File: src/rtl/nn_pe_pkg.sv
// Shared types and helpers for the systolic MAC processing element.
package nn_pe_pkg;

   // Widest value the narrowing helper can take in.
   localparam int unsigned MaxW = 128;

   // Dot-product sequencing state.
   typedef enum logic [0:0] {
      StIdle,  // no dot product in progress
      StAcc    // accumulating a dot product
   } pe_state_t;

   // The accumulator must hold a full product and fit the narrowing helper.
   function automatic bit acc_w_ok(input int unsigned data_w, input int unsigned acc_w);
      return (acc_w >= 2 * data_w) && (acc_w < MaxW);
   endfunction

   // The drain result must not be wider than the accumulator.
   function automatic bit out_w_ok(input int unsigned out_w, input int unsigned acc_w);
      return (out_w >= 2) && (out_w <= acc_w);
   endfunction

   // Signed clamp of val into a to_w-bit range. The return value is the clamped
   // number sign-extended to MaxW; ovf reports that clamping happened.
   function automatic logic signed [MaxW-1:0] sat_narrow(
      input  logic signed [MaxW-1:0] val,
      input  int unsigned            to_w,
      output logic                   ovf
   );
      logic signed [MaxW-1:0] one;
      logic signed [MaxW-1:0] hi;
      logic signed [MaxW-1:0] lo;
      one = 1;
      hi  = (one <<< (to_w - 1)) - one;
      lo  = ~hi;
      ovf = (val > hi) || (val < lo);
      if (val > hi) begin
         return hi;
      end
      if (val < lo) begin
         return lo;
      end
      return val;
   endfunction

endpackage

File: src/rtl/pe_result_slot.sv
// One-entry pending result register feeding a per-column drain chain.
// Upstream results always win the chain; the local result waits for a gap.
module pe_result_slot
#(
   parameter int unsigned OUT_W = 32
) (
   input  logic                    clk,
   input  logic                    rst_n,
   input  logic                    load,
   input  logic signed [OUT_W-1:0] load_data,
   input  logic signed [OUT_W-1:0] res_in,
   input  logic                    res_valid_in,
   output logic signed [OUT_W-1:0] res_out,
   output logic                    res_valid_out,
   output logic                    drop_err
);
   import nn_pe_pkg::*;

   logic                    pend_q;
   logic                    pend_d;
   logic signed [OUT_W-1:0] slot_q;
   logic signed [OUT_W-1:0] slot_d;
   logic                    drain;
   logic                    drop;

   // Slot next-state: a drain and a refill at the same edge is a legal hand-off.
   always_comb begin
      drain  = pend_q & ~res_valid_in;
      pend_d = pend_q & ~drain;
      slot_d = slot_q;
      drop   = 1'b0;
      if (load) begin
         pend_d = 1'b1;
         slot_d = load_data;
         drop   = pend_q & ~drain;
      end
   end

   // Slot state, drain mux and sticky drop flag.
   always_ff @(posedge clk) begin
      if (!rst_n) begin
         pend_q        <= 1'b0;
         slot_q        <= '0;
         res_out       <= '0;
         res_valid_out <= 1'b0;
         drop_err      <= 1'b0;
      end else begin
         pend_q <= pend_d;
         slot_q <= slot_d;
         if (drop) begin
            drop_err <= 1'b1;
         end
         if (res_valid_in) begin
            res_out       <= res_in;
            res_valid_out <= 1'b1;
         end else if (pend_q) begin
            res_out       <= slot_q;
            res_valid_out <= 1'b1;
         end else begin
            res_valid_out <= 1'b0;
         end
      end
   end

endmodule

File: src/rtl/systolic_mac_pe.sv
// Output-stationary MAC processing element for the systolic NN array.
// Activations flow east, weights flow south, finished dot products are scaled,
// narrowed and handed to the per-column drain chain.
module systolic_mac_pe
#(
   parameter int unsigned DATA_W     = 16,
   parameter int unsigned ACC_W      = 40,
   parameter int unsigned OUT_W      = 32,
   parameter int unsigned FRAC_SHIFT = 0,
   parameter bit          SATURATE   = 1'b1
) (
   input  logic                     clk,
   input  logic                     rst_n,
   input  logic signed [DATA_W-1:0] a_in,
   input  logic                     a_valid_in,
   input  logic                     first_in,
   input  logic                     last_in,
   input  logic signed [DATA_W-1:0] b_in,
   input  logic                     b_valid_in,
   output logic signed [DATA_W-1:0] a_out,
   output logic                     a_valid_out,
   output logic                     first_out,
   output logic                     last_out,
   output logic signed [DATA_W-1:0] b_out,
   output logic                     b_valid_out,
   input  logic signed [OUT_W-1:0]  res_in,
   input  logic                     res_valid_in,
   output logic signed [OUT_W-1:0]  res_out,
   output logic                     res_valid_out,
   output logic                     skew_err,
   output logic                     seq_err,
   output logic                     drop_err,
   output logic                     ovf
);
   import nn_pe_pkg::*;

   localparam int unsigned ProdW    = 2 * DATA_W;
   localparam bit          ParamsOk = acc_w_ok(DATA_W, ACC_W) && out_w_ok(OUT_W, ACC_W);
   localparam logic signed [ACC_W-1:0] AccMax = {1'b0, {(ACC_W - 1) {1'b1}}};
   localparam logic signed [ACC_W-1:0] AccMin = {1'b1, {(ACC_W - 1) {1'b0}}};

   pe_state_t               state_q;
   logic signed [ACC_W-1:0] acc_q;

   logic                    fire;
   logic                    start;
   logic signed [ProdW-1:0] prod;
   logic signed [ACC_W-1:0] prod_ext;
   logic signed [ACC_W:0]   sum_wide;
   logic signed [ACC_W-1:0] acc_next;
   logic                    add_ovf;
   logic signed [ACC_W-1:0] shifted;
   logic signed [MaxW-1:0]  narrow_full;
   logic                    narrow_ovf;
   logic signed [OUT_W-1:0] res_val;
   logic                    res_load;
   logic                    unused_narrow_hi;

   // Multiply, accumulate with overflow handling, then scale and narrow.
   always_comb begin
      fire     = a_valid_in & b_valid_in;
      // A fire in IDLE always opens a new sum, marked or not.
      start    = first_in | (state_q == StIdle);
      prod     = ProdW'(a_in) * ProdW'(b_in);
      prod_ext = ACC_W'(prod);
      // One guard bit exposes overflow of the accumulate.
      sum_wide = (ACC_W + 1)'(acc_q) + (ACC_W + 1)'(prod_ext);
      add_ovf  = 1'b0;
      if (start) begin
         acc_next = prod_ext;
      end else if (sum_wide[ACC_W] != sum_wide[ACC_W-1]) begin
         add_ovf = 1'b1;
         if (SATURATE) begin
            acc_next = sum_wide[ACC_W] ? AccMin : AccMax;
         end else begin
            acc_next = sum_wide[ACC_W-1:0];
         end
      end else begin
         acc_next = sum_wide[ACC_W-1:0];
      end

      shifted     = acc_next >>> FRAC_SHIFT;
      narrow_ovf  = 1'b0;
      narrow_full = sat_narrow(MaxW'(shifted), OUT_W, narrow_ovf);
      // In wrap mode a truncation that changes the value still counts as an overflow.
      res_val     = SATURATE ? narrow_full[OUT_W-1:0] : shifted[OUT_W-1:0];
      res_load    = fire & last_in;
   end

   assign unused_narrow_hi = ^narrow_full[MaxW-1:OUT_W];

   // Forwarding registers, accumulator, sequencing FSM and sticky error flags.
   always_ff @(posedge clk) begin
      if (!rst_n) begin
         state_q     <= StIdle;
         acc_q       <= '0;
         a_out       <= '0;
         a_valid_out <= 1'b0;
         first_out   <= 1'b0;
         last_out    <= 1'b0;
         b_out       <= '0;
         b_valid_out <= 1'b0;
         skew_err    <= 1'b0;
         seq_err     <= 1'b0;
         ovf         <= 1'b0;
      end else begin
         a_out       <= a_in;
         a_valid_out <= a_valid_in;
         first_out   <= first_in;
         last_out    <= last_in;
         b_out       <= b_in;
         b_valid_out <= b_valid_in;
         if (a_valid_in ^ b_valid_in) begin
            skew_err <= 1'b1;
         end
         if (fire) begin
            acc_q   <= acc_next;
            state_q <= last_in ? StIdle : StAcc;
            if (!first_in && (state_q == StIdle)) begin
               seq_err <= 1'b1;
            end
            if (add_ovf || (res_load && narrow_ovf)) begin
               ovf <= 1'b1;
            end
         end
      end
   end

   // Illegal width combinations are caught in simulation.
   always_ff @(posedge clk) begin
      assert (ParamsOk) else $error("systolic_mac_pe: illegal DATA_W/ACC_W/OUT_W");
   end

   pe_result_slot #(
      .OUT_W (OUT_W)
   ) u_result_slot (
      .clk           (clk),
      .rst_n         (rst_n),
      .load          (res_load),
      .load_data     (res_val),
      .res_in        (res_in),
      .res_valid_in  (res_valid_in),
      .res_out       (res_out),
      .res_valid_out (res_valid_out),
      .drop_err      (drop_err)
   );

endmodule

File: config.mk
export PLATFORM = sky130hd
export DESIGN_NAME = systolic_mac_pe
export DESIGN_NICKNAME = d
export VERILOG_FILES = /design/src/rtl/nn_pe_pkg.sv /design/src/rtl/pe_result_slot.sv /design/src/rtl/systolic_mac_pe.sv
export SDC_FILE = /design/constraint.sdc
export NUM_CORES = 1
export LEC_CHECK = 0
export ABC_AREA = 1
export CORE_ASPECT_RATIO = 1.75
export CORE_MARGIN = 2
export CORE_UTILIZATION = 25
export DETAILED_ROUTE_END_ITERATION = 10
export HOLD_SLACK_MARGIN = 0.05
export SETUP_SLACK_MARGIN = 0.1
export SLEW_MARGIN = 5
export SYNTH_ARGS = -nofsm -noshare
export SYNTH_HDL_FRONTEND = slang
export SYNTH_SLANG_ARGS = --single-unit
File: constraint.sdc
create_clock -name clk -period 10.6 [get_ports clk]
set_input_delay 1.06 -clock clk [delete_from_list [all_inputs] [get_ports clk]]
set_output_delay 1.06 -clock clk [all_outputs]
set_load 0.02 [all_outputs]
==> flow_metrics.env <==
export IMPL_outcome="finished clean"
export IMPL_yosysUniqueCellTypes=41
export IMPL_cts_sinks=147
export IMPL_die_h_um=371
export IMPL_routed_via_density=4.40
export IMPL_grt_ovfl_total=0
export IMPL_grt_use_met3_pct=1.88
export IMPL_die_w_um=214
export IMPL_die_area_um2=79400
export IMPL_slowest_stage="clkdlybuf4s50_1"
export IMPL_synth_area_um2=19300
export IMPL_antenna_found_initial=1
export IMPL_finalInstanceArea_um2=22600
export IMPL_start_util_pct=25.3
export IMPL_grt_pass1_vias=17900
export IMPL_globalRouteMet1Util_pct=16.1
export IMPL_async_flop_share_pct=0
export IMPL_finalSetupTns_ns=0
export IMPL_grt_max_degree=63
export IMPL_cp_start_kind="input pin"
export IMPL_startpoint="b_in[10]"
export IMPL_track_usage_pct=16.3
export IMPL_antenna_cells=0
export IMPL_fin_crit_ns=9.87
export IMPL_synth_area_top_cells="fa_1 (27%), dfxtp_1 (15%), nand2_1 (14%)"
export IMPL_final_setup_viol_count=0
export IMPL_crit_path_max_fanout=17
export IMPL_hold_class="flop to flop"
export IMPL_drt_iter0_drc=726
export IMPL_wire_per_inst_um=16.1
export IMPL_yosys_top_cells_count="nand2_1 (719), inv_1 (641), fa_1 (263), nor2_1 (180), dfxtp_1 (147)"
export IMPL_drt_antenna_violating_nets=0
export IMPL_synth_top_area_share_pct=27.3
export IMPL_clk_pin_slew_ns=0.07
export IMPL_ff2ff_setup_slack_ns=6.73
export IMPL_slew_viol_final=0
export IMPL_io_pins=144
export IMPL_skew_ns=0.0112
export IMPL_grt_pass1_wl_um=97600
export IMPL_synthFlopType="dfxtp_1"
export IMPL_worstSetupPathType="input pin to flop"
export IMPL_rsz0062_at_grt="false"
export IMPL_ys_seq_area_share_pct=15.3
export IMPL_remaining_drc_errors=0
export IMPL_synth_seq_cells=147
export IMPL_htreeDepth=4
export IMPL_cts_buffers_inserted=17
export IMPL_fmax_ghz=0.101
export IMPL_dp_hpwl_um=52400
export IMPL_clkLatencyLatePin_ns=0.49
export IMPL_arrival_ns=10.24
export IMPL_met2_usage_pct=31.9
export IMPL_place_gp_congestion=0.949
export IMPL_syn_to_final_growth_pct=17.3
export IMPL_synth_edf_count=0
export IMPL_drv_cap=0
export IMPL_clk_path_buf_depth=2
export IMPL_dr_total_vias=17000
export IMPL_hold_viol_final=0
export IMPL_synth_most_common_cell="nand2_1"
export IMPL_final_layout_size_suffix_gt1_share_pct=5.67
export IMPL_port_buffers=143
export IMPL_tightestPinTransition_ns=1.14
export IMPL_ctsHoldBuffers=0
export IMPL_netlist_top_cell_by_area="fa_1"
export IMPL_fp_row_count=134
export IMPL_cts_tree="yes"
export IMPL_wirelength_um=62100
export IMPL_synth_cells=2719
export IMPL_cts_root_buf="clkbuf_16"
export IMPL_fin_crit_sh_pct=93.1
export IMPL_final_nets=3288
export IMPL_cp_common_cell="nand2_1"
export IMPL_crit_end="u_result_slot.slot_q[10]"
export IMPL_core_um2=76300
export IMPL_required_ns=10.97
export IMPL_placed_area_um2=22000
export IMPL_r2r_cells=21
export IMPL_grt_busiest_layer="met2"
export IMPL_yosysWarnings=0
export IMPL_cp_end_kind="flop"
export IMPL_relSlewSlack_pct=23.7
export IMPL_r2r_end="u_result_slot.slot_q[10]"
export IMPL_rr_startpoint="acc_q[0]"
export IMPL_firstDrtPassIters=7
export IMPL_avgSynthCellArea_um2=7.09
export IMPL_slowest_delay_ns=0.73
export IMPL_synth_nets=3179
## registers in the layout, indices dropped and copies added (netlist names), 16 cells and up
register / cells
a_out: 16
acc_q: 40
b_out: 16
u_result_slot.res_out: 32
u_result_slot.slot_q: 32
## what timing repair did
item                                   CTS  global route
setup buffers                            0             0
endpoints found under the hold margin    0             0
gates resized for setup                  0             1
setup endpoints to repair                0            31
## cells in the final DEF (no fill, tap or decap), types with 4 or more instances in the layout
cell,synthesis,routed
clkbuf_16,0,17
ha_1,126,125
clkdlybuf4s50_1,0,141
nor4_1,4,4
nand2_2,9,9
nor2_2,7,8
a21oi_2,32,32
dfxtp_1,147,147
a21o_1,9,9
o21ai_0,124,124
nand3_1,103,103
buf_4,0,63
nand2_1,719,719
fa_1,263,263
xor2_1,30,30
nand4_1,16,16
a21oi_1,90,90
xnor2_1,37,37
buf_12,0,4
a22o_1,6,6
nor2_1,180,179
nor3_1,8,8
inv_1,641,641
o21bai_1,12,12
clkinvlp_4,0,4
a31oi_1,7,7
or2_2,4,4
## cells by family (layout without fill, tap and decap cells)
kind of cell	count (synthesis)	count (layout)	synth area share (%)
compound gates	296	296	9.09
xor+xnor	67	67	3.04
fa+ha+maj	389	389	35.5
buf+inv	762	884	15.1
flops	147	147	15.3
simple gates	1058	1058	22.0
## metal layers
layer,vias to the layer above,routed length [um]
met5,-,14
met1,8190,21700
met3,168,1520
li1,8271,-
met4,2,3840
met2,340,35000
## worst min-delay path by stage
stage                                  start                        to  slack (ns)  cells after the start
finish              u_result_slot.slot_q[31]  u_result_slot.slot_q[31]        0.47                      2
CTS                 u_result_slot.slot_q[31]  u_result_slot.slot_q[31]        0.47                      2
detailed placement    u_result_slot.drop_err    u_result_slot.drop_err        0.46                      2
global placement      u_result_slot.drop_err    u_result_slot.drop_err        0.45                      2
global route        u_result_slot.slot_q[31]  u_result_slot.slot_q[31]        0.50                      2
floorplan           u_result_slot.slot_q[31]  u_result_slot.slot_q[31]        0.45                      2
## critical path: cells and delay by family
kind | cells | cell delay [ns]
compound gates | 4 | 0.77
xor+xnor | 1 | 0.19
fa+ha+maj | 8 | 3.87
buf+inv | 10 | 1.66
simple gates | 21 | 2.68
## layout make-up
class                      count  area (um2)
tap                         1020        1280
fill                        8403       53700
clock inverter                13         118
clock buffer                  19         443
sequential                   147        2940
timing repair buffer         209        1980
inverter                     643        2410
multi-input combinational   1810       13400
## stage by stage
stage / std cells / utilization (%) / worst slack, ns / hold WS [ns]
after CTS: 3861 / 29.6 / 0.585 / 0.473
after floorplan: 2719 / - / 1.88 / 0.446
final: 3861 / 29.6 / 0.727 / 0.470
after global placement: 3829 / 28.9 / 0.0707 / 0.454
after detailed placement: 3829 / 28.9 / 0.0924 / 0.458
after global routing: 3861 / 29.6 / 0.150 / 0.496
Power is left out: the tool's default activity adds up to more than one toggle a clock period on the data nets, which glitch-free logic cannot reach.
